[src/rtl/move_arbiter.sv]
// rtl/move_arbiter.sv - serial best-move arbiter over 16 direction score lanes per square
// Scans one lane per cycle, masks off-board steps, keeps the first-seen strict maximum.
module move_arbiter #(
  parameter int SCORE_W = 5,
  parameter int POS_W   = 6,
  parameter int NLANES  = 16
) (
  input  logic                      clk,
  input  logic                      rst_n,
  input  logic                      start,
  input  logic                      sq_valid,
  output logic                      sq_ready,
  input  logic                      sq_last,
  input  logic [POS_W-1:0]          pos_in,
  input  logic [NLANES*SCORE_W-1:0] cand_scores,
  output logic [SCORE_W-1:0]        best_score,
  output logic [POS_W-1:0]          best_from,
  output logic [3:0]                best_dir,
  output logic [POS_W-1:0]          arb_posout,
  output logic                      busy,
  output logic                      done,
  output logic                      no_move
);

  typedef enum logic [1:0] {S_IDLE, S_WAIT, S_SCAN, S_DONE} state_t;

  // File step of each lane (signed, 7-bit so it composes directly with positions).
  function automatic logic signed [6:0] lane_df(input logic [3:0] k);
    case (k)
      4'd2, 4'd4, 4'd6, 4'd8, 4'd12:   lane_df = -7'sd1;
      4'd3, 4'd5, 4'd7, 4'd9, 4'd13:   lane_df =  7'sd1;
      4'd10, 4'd14:                    lane_df = -7'sd2;
      4'd11, 4'd15:                    lane_df =  7'sd2;
      default:                         lane_df =  7'sd0;
    endcase
  endfunction

  function automatic logic signed [6:0] lane_dr(input logic [3:0] k);
    case (k)
      4'd0, 4'd4, 4'd5, 4'd10, 4'd11:  lane_dr =  7'sd1;
      4'd1, 4'd6, 4'd7, 4'd14, 4'd15:  lane_dr = -7'sd1;
      4'd8, 4'd9:                      lane_dr =  7'sd2;
      4'd12, 4'd13:                    lane_dr = -7'sd2;
      default:                         lane_dr =  7'sd0;
    endcase
  endfunction

  state_t                    r_state;
  logic [3:0]                r_lane;
  logic [NLANES*SCORE_W-1:0] r_cand;
  logic [POS_W-1:0]          r_pos;
  logic                      r_last;
  logic [SCORE_W-1:0]        r_best_score;
  logic [POS_W-1:0]          r_best_from;
  logic [3:0]                r_best_dir;
  logic                      r_sq_ready;
  logic                      r_busy;
  logic                      r_done;
  logic                      r_no_move;

  logic signed [6:0]         w_tf;
  logic signed [6:0]         w_tr;
  logic                      w_on_board;
  logic [SCORE_W-1:0]        w_masked;
  logic                      w_take;
  logic signed [6:0]         w_off;
  logic signed [6:0]         w_sum;

  // Mask check is done on separate file/rank coordinates, so wraps are never legal.
  assign w_tf       = $signed({4'b0000, r_pos[2:0]}) + lane_df(r_lane);
  assign w_tr       = $signed({4'b0000, r_pos[5:3]}) + lane_dr(r_lane);
  assign w_on_board = (w_tf >= 7'sd0) && (w_tf <= 7'sd7) && (w_tr >= 7'sd0) && (w_tr <= 7'sd7);
  assign w_masked   = w_on_board ? r_cand[SCORE_W-1:0] : '0;
  assign w_take     = (w_masked > r_best_score);

  assign w_off      = (lane_dr(r_best_dir) <<< 3) + lane_df(r_best_dir);
  assign w_sum      = $signed({1'b0, r_best_from}) + w_off;
  assign arb_posout = (r_best_score == '0) ? '0 : w_sum[POS_W-1:0];

  assign best_score = r_best_score;
  assign best_from  = r_best_from;
  assign best_dir   = r_best_dir;
  assign sq_ready   = r_sq_ready;
  assign busy       = r_busy;
  assign done       = r_done;
  assign no_move    = r_no_move;

  always_ff @(posedge clk or negedge rst_n) begin
    if (!rst_n) begin
      r_state      <= S_IDLE;
      r_lane       <= '0;
      r_cand       <= '0;
      r_pos        <= '0;
      r_last       <= 1'b0;
      r_best_score <= '0;
      r_best_from  <= '0;
      r_best_dir   <= '0;
      r_sq_ready   <= 1'b0;
      r_busy       <= 1'b0;
      r_done       <= 1'b0;
      r_no_move    <= 1'b0;
    end else begin
      r_done <= 1'b0;
      case (r_state)
        S_IDLE: begin
          if (start) begin
            r_best_score <= '0;
            r_best_from  <= '0;
            r_best_dir   <= '0;
            r_no_move    <= 1'b0;
            r_sq_ready   <= 1'b1;
            r_busy       <= 1'b1;
            r_state      <= S_WAIT;
          end
        end
        S_WAIT: begin
          if (sq_valid) begin
            r_cand     <= cand_scores;
            r_pos      <= pos_in;
            r_last     <= sq_last;
            r_lane     <= '0;
            r_sq_ready <= 1'b0;
            r_state    <= S_SCAN;
          end
        end
        S_SCAN: begin
          if (w_take) begin
            r_best_score <= w_masked;
            r_best_from  <= r_pos;
            r_best_dir   <= r_lane;
          end
          r_cand <= r_cand >> SCORE_W;
          r_lane <= r_lane + 4'd1;
          if (r_lane == 4'(NLANES - 1)) begin
            if (r_last) begin
              r_done    <= 1'b1;
              r_no_move <= !w_take && (r_best_score == '0);
              r_state   <= S_DONE;
            end else begin
              r_sq_ready <= 1'b1;
              r_state    <= S_WAIT;
            end
          end
        end
        S_DONE: begin
          r_busy  <= 1'b0;
          r_state <= S_IDLE;
        end
        default: r_state <= S_IDLE;
      endcase
    end
  end

endmodule

[config.mk]
export PLATFORM = sky130hd
export DESIGN_NAME = move_arbiter
export DESIGN_NICKNAME = d
export VERILOG_FILES = /design/src/rtl/move_arbiter.sv
export SDC_FILE = /design/constraint.sdc
export NUM_CORES = 1
export LEC_CHECK = 0
export BUFFER_PORTS_ARGS = -buffer_cell sky130_fd_sc_hd__buf_2
export CORE_MARGIN = 2
export CORE_UTILIZATION = 55
export DETAILED_ROUTE_END_ITERATION = 6
export GPL_TIMING_DRIVEN = 0
export PLACE_DENSITY = 0.81
export SKIP_LAST_GASP = 1
export SLEW_MARGIN = 20
export SYNTH_ARGS = -nofsm -noshare
export SYNTH_HDL_FRONTEND = slang
export SYNTH_SLANG_ARGS = --single-unit
[constraint.sdc]
create_clock -name clk -period 4.2 [get_ports clk]
set_input_delay 0.42 -clock clk [delete_from_list [all_inputs] [get_ports clk]]
set_output_delay 0.42 -clock clk [all_outputs]
set_load 0.1 [all_outputs]
==> impl_metrics.json <==
{
  "fin_cells": 900,
  "cts_buffer_depth": 2,
  "cts_sinks": 112,
  "post-route-drc-count": 0,
  "rows": 37,
  "ir_worst_vdd_uv": 691.8,
  "yosys_most_used_dff": "dfrtp_1",
  "critPathTopFamily": "compound AO/OA/AOI/OAI gates",
  "hold_path.class": "primary input to flop",
  "synth_area_per_cell_um2": 9.021,
  "cts-root-buf": "clkbuf_8",
  "routed_wl_mm": 13.08,
  "slew_viol_final": 0,
  "finalSetupViolations": 0,
  "dieHeight_um": 105.5,
  "skew_ns": 0.01575,
  "cts_buffers": 9,
  "yosys-top-cells-area": "dfrtp_1, nor2_1, o22ai_1",
  "n_antenna_cell": 0,
  "fin_setup_tns_ns": 0,
  "antenna_found_initial": 1,
  "r2r-start": "r_lane[1]$_DFFE_PN0P_",
  "synth_top_area_share_pct": 49.47,
  "crit_start": "r_lane[1]$_DFFE_PN0P_",
  "synth-edff-count": 0,
  "grt_pass1_wl_mm": 21.81,
  "placed_area_um2": 6455,
  "hold_viol": 0,
  "synth-seq-cells": 112,
  "p_leak_nw": 3.256,
  "finalCritPeriodShare_pct": 93.48,
  "path_class": "flop to flop",
  "tightest_slew_ns": 0.5049,
  "slowest_stage": "dfrtp_1",
  "io_buffers": 115,
  "die_area_um2": 11130,
  "power_density_nw_per_um2": 869.0,
  "crit_top_cell": "buf_6",
  "crit_arrival_ns": 4.19,
  "critPathMaxStageDelay_ns": 0.42,
  "hpwl_mm": 9.844,
  "syn_nets": 748,
  "firstDrtPassIters": 4,
  "antenna_left": 0,
  "io-pin-count": 116,
  "start_kind": "flop",
  "syn_area_um2": 5665,
  "worst_ep_required_time_ns": 4.46,
  "core_um2": 10140,
  "yosys_warnings": 0,
  "clk_latency_ns": 0.38,
  "fillers": 855,
  "relSlewSlack_pct": 66.57,
  "async_flop_share_pct": 100.0,
  "wire_per_inst_um": 14.53,
  "crit_chain": "buf_6 > or2_1 > a22oi_2 > or2b_1 > ha_1 > a21o_1 > a221o_1 > mux2i_1 > nand2_2 > nor2_1 > ha_1 > a21oi_1 > o221ai_2 > o211a_1 > buf_6 > buf_6 > nand2_1 > o21ai_0",
  "drive_gt1_share_pct": 24.35,
  "drt_iter0_drc": 305,
  "via_per_inst": 5.382,
  "num-nets-final": 879,
  "power_w": 0.005806,
  "synthToLayoutAreaGrowth_pct": 17.93,
  "crit_fanout": 10,
  "finalWeightedCongestion": 0.8470,
  "overflow": 0,
  "post-route-min-period_ns": 3.926,
  "fmax_mhz": 254.7,
  "grt_pass1_vias": 4812,
  "cts_tree": "built",
  "end_kind": "flop",
  "path_buf_inv": 3,
  "drv_cap": 0,
  "design_area_um2": 6681,
  "ys_seq_area_share_pct": 49.47,
  "holdWs_ns": 0.2309,
  "run_status": "finished, final reports clean",
  "ys_types": 47,
  "grt.total_usage_pct": 24.37,
  "grt_max_degree": 77,
  "hold_start": "pos_in[3]",
  "cts_max_level": 3,
  "clk_pin_slew_ns": 0.11,
  "vias": 4844,
  "die_x_um": 105.5,
  "synth_top_area_cell": "dfrtp_1",
  "synth_cells": 628,
  "initial_utilization_pct": 55.88,
  "dp.cells": 880
}
## sequential cells by signal, indices dropped and copies added, names as in the netlist, 2 cells and up
| name | flops |
|---|---|
| r_state | 2 |
| r_pos | 6 |
| r_lane | 4 |
| r_cand | 80 |
| best_dir | 4 |
| best_from | 6 |
| best_score | 5 |
## kinds of logic (layout without fill, tap and decap cells)
kind of cell / after synthesis / after routing / share of synthesized area, %
simple gates: 272 / 272 / 20.27
buf+inv: 70 / 206 / 6.272
fa+ha+maj: 29 / 29 / 7.067
flops: 112 / 112 / 49.47
xor+xnor: 7 / 7 / 1.082
mux: 6 / 6 / 1.060
compound gates: 132 / 132 / 14.77
## final cells by class
cell class | instances | area, um2 | area share [%]
sequential | 112 | 2803 | 41.95
multi-input combinational | 446 | 2524 | 37.77
timing repair buffer | 120 | 641.9 | 9.607
buffer | 41 | 246.5 | 3.689
tap | 136 | 170.2 | 2.547
clock buffer | 10 | 137.6 | 2.060
inverter | 29 | 108.9 | 1.629
clock inverter | 6 | 50.05 | 0.7491
## placed cells by master (no fill, tap or decap), types with 2 or more instances in the layout
cell type / n
buf_4: 9
nand3_1: 8
inv_6: 3
xor2_1: 2
xnor2_1: 5
dfrtp_1: 112
clkinvlp_4: 2
o22ai_2: 4
a21o_1: 4
nor2_1: 141
nand2_1: 94
nand4_1: 2
buf_2: 134
o21ai_1: 3
fa_1: 5
a31oi_1: 17
ha_1: 24
inv_1: 29
o211ai_1: 2
a21oi_1: 14
mux2i_1: 6
clkbuf_8: 10
o22ai_1: 59
nor2_2: 4
nand2_2: 2
buf_6: 7
nor3_1: 3
o21ai_0: 20
clkbuf_1: 9
nor2b_1: 6
## routing by layer
metal | track usage [%] | wire, um
met4 | 7.989 | 333
met1 | 31.14 | 5549
met3 | 5.071 | 660
met5 | 0 | 0
met2 | 41.57 | 6535
## repair_timing
item                                    CTS  global route
endpoints found under the hold margin    36             0
hold buffers                              1             0
buffers inserted                          0             3
endpoints found under the setup margin    0            14
gates resized for setup                   0             1
## through the flow
stage / setup WS, ns / util (%)
3_5_place_dp: 0.2178 / 63.67
4_1_cts: 0.2070 / 65.62
2_1_floorplan: 0.1469 / -
6_report: 0.2740 / 65.90
3_3_place_gp: 0.3574 / 63.33
5_1_grt: -0.003453 / 65.90
## synthesized netlist by cell type, types with 5 or more instances
cell      number
mux2i_1        6
o22ai_1       59
o21ai_0       20
dfrtp_1      112
buf_4          6
inv_1         29
buf_6          6
a31oi_1       17
fa_1           5
ha_1          24
a21oi_1       14
nor2_1       145
xnor2_1        5
buf_2         20
nand2_1       94
nand3_1        8
clkbuf_1       9
nor2b_1        6
## final timing paths
check	to	slack, ns	cells past startpoint
worst max-delay path	best_from[0]$_DFFE_PN0P_	0.27	18
worst min-delay path	r_pos[3]$_DFFE_PN0P_	0.23	3
worst max register to register	best_from[0]$_DFFE_PN0P_	0.27	18
min in group asynchronous	r_cand[6]$_DFFE_PN0P_	0.49	2
worst min register to register	r_cand[32]$_DFFE_PN0P_	0.51	2
max in group asynchronous	r_cand[74]$_DFFE_PN0P_	3.03	3
## worst min-delay path, stage by stage
cell	delay, ns
buf_2	0.08
nand2_1	0.04
nand2_1	0.04
## power by group
| part | switching, W | internal [W] |
|---|---|---|
| sequential | 0.000335 | 0.00158 |
| combinational | 0.00219 | 0.00108 |
| clock | 0.000383 | 0.000240 |
No activity file was read; power rests on OpenSTA's default activity.
